$ cat src/rtl/game_move_controller.sv
// game_move_controller: move-entry controller for a BOARD_DIM x BOARD_DIM board game.
// Samples a one-hot switch selection on a button press, validates it against the
// board register, requests a symbol draw, waits for the drawer, checks for a win
// and alternates players.
// Optional feature macro: GAME_TIE_DETECT_EN (full board with no win ends the game as a tie).
module game_move_controller #(
    parameter int BOARD_DIM = 3,
    parameter int SW_W = 10,
    localparam int N_CELLS = BOARD_DIM * BOARD_DIM,
    localparam int IDX_W = $clog2(N_CELLS)
) (
    input  logic                 clk,
    input  logic                 reset,
    input  logic [SW_W-1:0]      SW,
    input  logic                 button,
    input  logic                 draw_done,
    output logic                 draw_start,
    output logic [IDX_W-1:0]     draw_cell,
    output logic                 draw_player,
    output logic [2*N_CELLS-1:0] board,
    output logic                 player,
    output logic                 holding,
    output logic                 move_invalid,
    output logic                 gameover,
    output logic [1:0]           winner
);

    typedef enum logic [2:0] {IDLE, CHECK, ISSUE, WAIT, EVAL, OVER} state_t;

    state_t               state;
    state_t               state_next;
    logic                 btn_q;
    logic                 press;
    logic [N_CELLS-1:0]   sel_q;
    logic [2*N_CELLS-1:0] board_q;
    logic                 player_q;
    logic [1:0]           winner_q;
    logic [IDX_W-1:0]     draw_cell_q;
    logic                 draw_player_q;
    logic                 sel_onehot;
    logic [IDX_W-1:0]     sel_idx;
    logic [1:0]           sel_cell;
    logic                 move_valid;
    logic [1:0]           win_code;
    logic [1:0]           line_code;
    logic                 line_all;
    logic                 tie_now;
    logic                 unused_sw;

    assign press      = button & ~btn_q;
    assign sel_onehot = (sel_q != '0) && ((sel_q & (sel_q - 1'b1)) == '0);
    assign move_valid = sel_onehot && (sel_cell == 2'b00);
    assign unused_sw  = ^SW;

    // Decode the latched selection into a cell index and that cell's current contents
    always_comb begin
        sel_idx  = '0;
        sel_cell = 2'b00;
        for (int i = 0; i < N_CELLS; i++) begin
            if (sel_q[i]) begin
                sel_idx  = IDX_W'(i);
                sel_cell = board_q[2*i +: 2];
            end
        end
    end

    // Scan every row, column and both diagonals for a line of one non-empty symbol
    always_comb begin
        win_code  = 2'b00;
        line_code = 2'b00;
        line_all  = 1'b0;
        for (int r = 0; r < BOARD_DIM; r++) begin
            line_code = board_q[2*(r*BOARD_DIM) +: 2];
            line_all  = (line_code != 2'b00);
            for (int c = 0; c < BOARD_DIM; c++) begin
                if (board_q[2*(r*BOARD_DIM + c) +: 2] != line_code) line_all = 1'b0;
            end
            if (line_all) win_code = line_code;
        end
        for (int c = 0; c < BOARD_DIM; c++) begin
            line_code = board_q[2*c +: 2];
            line_all  = (line_code != 2'b00);
            for (int r = 0; r < BOARD_DIM; r++) begin
                if (board_q[2*(r*BOARD_DIM + c) +: 2] != line_code) line_all = 1'b0;
            end
            if (line_all) win_code = line_code;
        end
        line_code = board_q[1:0];
        line_all  = (line_code != 2'b00);
        for (int k = 0; k < BOARD_DIM; k++) begin
            if (board_q[2*(k*BOARD_DIM + k) +: 2] != line_code) line_all = 1'b0;
        end
        if (line_all) win_code = line_code;
        line_code = board_q[2*(BOARD_DIM-1) +: 2];
        line_all  = (line_code != 2'b00);
        for (int k = 0; k < BOARD_DIM; k++) begin
            if (board_q[2*(k*BOARD_DIM + BOARD_DIM - 1 - k) +: 2] != line_code) line_all = 1'b0;
        end
        if (line_all) win_code = line_code;
    end

`ifdef GAME_TIE_DETECT_EN
    // A board with no empty cell left ends the game when nobody has won
    always_comb begin
        tie_now = 1'b1;
        for (int i = 0; i < N_CELLS; i++) begin
            if (board_q[2*i +: 2] == 2'b00) tie_now = 1'b0;
        end
    end
`else
    assign tie_now = 1'b0;
`endif

    // State register
    always_ff @(posedge clk) begin
        if (reset) state <= IDLE;
        else       state <= state_next;
    end

    // Next-state logic and the single-cycle strobes
    always_comb begin
        state_next   = state;
        draw_start   = 1'b0;
        move_invalid = 1'b0;
        case (state)
            IDLE:  if (press) state_next = CHECK;
            CHECK: begin
                if (move_valid) begin
                    state_next = ISSUE;
                end else begin
                    move_invalid = 1'b1;
                    state_next   = IDLE;
                end
            end
            ISSUE: begin
                draw_start = 1'b1;
                state_next = WAIT;
            end
            WAIT:  if (draw_done) state_next = EVAL;
            EVAL: begin
                if (win_code != 2'b00 || tie_now) state_next = OVER;
                else                             state_next = IDLE;
            end
            OVER:    state_next = OVER;
            default: state_next = IDLE;
        endcase
    end

    // Button history, selection latch, board, player, winner and draw descriptor
    always_ff @(posedge clk) begin
        if (reset) begin
            btn_q         <= 1'b0;
            sel_q         <= '0;
            board_q       <= '0;
            player_q      <= 1'b0;
            winner_q      <= 2'b00;
            draw_cell_q   <= '0;
            draw_player_q <= 1'b0;
        end else begin
            btn_q <= button;
            case (state)
                IDLE: if (press) sel_q <= SW[N_CELLS-1:0];
                CHECK: begin
                    if (move_valid) begin
                        for (int i = 0; i < N_CELLS; i++) begin
                            if (sel_q[i]) board_q[2*i +: 2] <= {player_q, ~player_q};
                        end
                        draw_cell_q   <= sel_idx;
                        draw_player_q <= player_q;
                    end
                end
                EVAL: begin
                    if (win_code != 2'b00) winner_q <= win_code;
                    else if (tie_now)      winner_q <= 2'b11;
                    else                   player_q <= ~player_q;
                end
                default: ;
            endcase
        end
    end

    assign board       = board_q;
    assign player      = player_q;
    assign winner      = winner_q;
    assign draw_cell   = draw_cell_q;
    assign draw_player = draw_player_q;
    assign holding     = (state != IDLE);
    assign gameover    = (state == OVER);

endmodule
$ cat config.mk
export PLATFORM = sky130hd
export DESIGN_NAME = game_move_controller
export DESIGN_NICKNAME = d
export VERILOG_FILES = /design/src/rtl/game_move_controller.sv
export SDC_FILE = /design/constraint.sdc
export NUM_CORES = 1
export LEC_CHECK = 0
export BUFFER_PORTS_ARGS = -buffer_cell sky130_fd_sc_hd__buf_2
export CAP_MARGIN = 20
export CORE_MARGIN = 3
export CORE_UTILIZATION = 43
export CTS_CLUSTER_DIAMETER = 40
export DETAILED_ROUTE_END_ITERATION = 8
export PLACE_DENSITY_LB_ADDON = 0.25
export SLEW_MARGIN = 0
export SYNTH_ARGS = -nofsm -noshare
export SYNTH_HDL_FRONTEND = slang
export SYNTH_SLANG_ARGS = --single-unit
$ cat constraint.sdc
create_clock -name clk -period 4.6 [get_ports clk]
set_input_delay 0.46 -clock clk [delete_from_list [all_inputs] [get_ports clk]]
set_output_delay 0.46 -clock clk [all_outputs]
set_load 0.005 [all_outputs]
==> impl_metrics.toml <==
[detailed_routing]
drcViolationCount = 0
drt-pass1-iter-count = 5
drtIter0Drc = 180
drtAntennaViolNets = 0
wl_per_cell_microns = 15.3
avgViaCountPerCell = 5.80
wl_microns = 6150
vias = 2324

[yosys]
synthSimpleGateAreaFrac_pct = 28.9
synth.area.mux_share_pct = 3.88
synth_compound_area_share_pct = 26.5
syn_inst = 303
postSynthAreaPerCell_sq_um = 7.67
yosys.area_share.adder_pct = 0
synth_seq_cells = 39
synth_top_family_by_area = "simple AND/OR/NAND/NOR gates"
synth_warnings = 0
ys_seq_area_share_pct = 33.6
synthTopCellsByArea = "dfxtp_1, a21oi_1, nor2_1"
synthXorXnorAreaFrac_pct = 0
synthArstFlopShare_pct = 0
yosys_most_used_dff = "dfxtp_1"
synth_top_cell_by_area = "dfxtp_1"
synth_area_sq_mm = 0.00232
ys_types = 55
synth_top_area_share_pct = 33.6
synth_edf_count = 0
synth_fp_nets = 317

[worst_setup_path]
startpoint = "sel_q[1]"
end_kind = "flip-flop"
start_kind = "flip-flop"
critPathKind = "reg2reg"
slowest_delay_ps = 810
rr_startpoint = "sel_q[1]"
critPathTopFamily = "simple AND/OR/NAND/NOR gates"
cpMaxStageDelayCell = "or4b_1"
cp_max_fo = 18
worst-path-buf-inv = 0
cp.required_ps = 4810
cp_cell_sequence = "nor4_4 -> and3_1 -> nor4b_1 -> a21oi_1 -> or4b_1 -> or3_1 -> a21oi_2"
arrival_ps = 2950

[power_and_ir_drop]
max-vdd-ir-drop_uv = 220
power.density_mw_per_mm2 = 275
p_leak_nw = 1.07

[placed_design]
gp_congestion = 0.895
place_inst = 393
hpwlAfterDp_microns = 4340
portBuffers = 42

[min_path]
hold_path_startpoint = "button"
hold_class = "in2reg"

[layout]
mostFrequentLayoutCell = "buf_2"
n_antenna_cell = 0
syn_to_final_growth_pct = 13.0
stdcell_count = 401
layout.nets = 344
final_cell_mix = "buf_2, dfxtp_1, nor2_1, a21oi_1, nand2_1"
layout-drive-gt1-share_pct = 17.8

[die]
rows = 26
design.core.area_sq_mm = 0.00517
die_h_microns = 79.5
die_w_microns = 79.5
dieArea_sq_mm = 0.00632
initial_core_util_pct = 44.9
ios = 44

[cts]
clock_path_buffers = 2
clk_pin_slew_ps = 70
cts_max_level = 2
cts_setup_buffers = 0
cts.sinks = 39
cts_resized = 0
cts_made_buffers = 5
holdBufCountCts = 0
clkLatencyLatePin_ps = 280
cts_root_buf = "clkbuf_8"
cts_tree = "built"

[timing]
fin_crit_ps = 2730
skew_ps = 7.20
max_freq_mhz = 366
fin_setup_tns_ps = 0
maxSlewHeadroom_pct = 57.6
rsz0062_at_grt = "false"
tightest_slew_ps = 636
hold_viol = 0
fin_crit_sh_pct = 59.4
drv_slew = 0
finalSetupViolCount = 0

[status]
status = "finished, final reports clean"

[grt]
grt_use_total_pct = 20.6
grt_overflow_total = 0
grt_max_degree = 31
grt_pass1_vias = 2236
antenna_found_initial = 0
grt_pass1_wl_microns = 10500

[run]
cap_viol_max_count = 0
==> per-layer routing <==
metal / up-vias / track usage (%) / wire length (microns)
li1: 1162 / - / -
met5: - / 0 / 0
met1: 1080 / 27.1 / 2760
met4: 0 / 6.19 / 48
met2: 78 / 34.0 / 2930
met3: 4 / 3.84 / 413
==> report_power, final <==
part	internal, mW	total (mW)	switching (mW)
Clock	0.136	0.251	0.114
Combinational	0.0434	0.103	0.0595
Sequential	0.348	0.368	0.0205
Total	0.528	0.722	0.194
==> cell usage after synthesis, drive strengths merged, types with 3 or more instances <==
cell type   n
nor2       28
buf         8
or3         8
o2111ai     4
o21a        9
nand2      19
dfxtp      39
a211oi      3
and3       11
a21oi      27
nand4       9
nor2b       8
nor3       17
nand3       7
clkbuf     14
inv        17
a211o       3
mux2i       9
o21ai      19
nand2b      5
o21bai      3
==> sequential cells by signal (all words and copies together), names as in the netlist <==
| name | count |
|---|---|
| btn_q | 1 |
| draw_player | 1 |
| sel_q | 9 |
| winner | 2 |
| state | 3 |
| draw_cell | 4 |
| player | 1 |
| board | 18 |
==> layout make-up <==
class	instances	area [sq um]
Tap cell	70	87.6
Multi-Input combinational cell	224	1380
Clock buffer	7	96.3
Timing Repair Buffer	42	210
Inverter	18	67.6
Clock inverter	1	7.51
Sequential cell	39	781
Fill cell	525	2550
==> worst paths after layout <==
| kind | cells past startpoint | slack (ps) | end |
|---|---|---|---|
| hold / removal | 2 | 400 | btn_q |
| setup reg to reg | 7 | 1870 | draw_cell[0] |
| setup / recovery | 7 | 1870 | draw_cell[0] |
| hold reg to reg | 2 | 450 | draw_cell[2] |
==> per-stage QoR <==
| stage | area (sq um) | hold slack (ps) | utilization (%) | setup slack, ps | power (mW) |
|---|---|---|---|---|---|
| finish | 2630 | 404 | 50.8 | 1870 | 0.722 |
| global placement | 2520 | 440 | 48.8 | 1920 | 0.475 |
| floorplan | 2320 | 448 | - | 2340 | 0.452 |
| global route | 2630 | 412 | 50.8 | 1680 | 0.757 |
| CTS | 2630 | 401 | 50.8 | 1870 | 0.731 |
| detailed placement | 2520 | 441 | 48.8 | 1900 | 0.477 |
==> logic make-up (layout without fill, tap and decap cells) <==
logic type | after synthesis | after routing
multiplexers | 9 | 9
AND/OR/NAND/NOR | 124 | 124
AO/OA/AOI/OAI | 91 | 91
buffers and inverters | 40 | 68
flip-flops | 39 | 39
No activity file was read; power rests on OpenSTA's default activity.
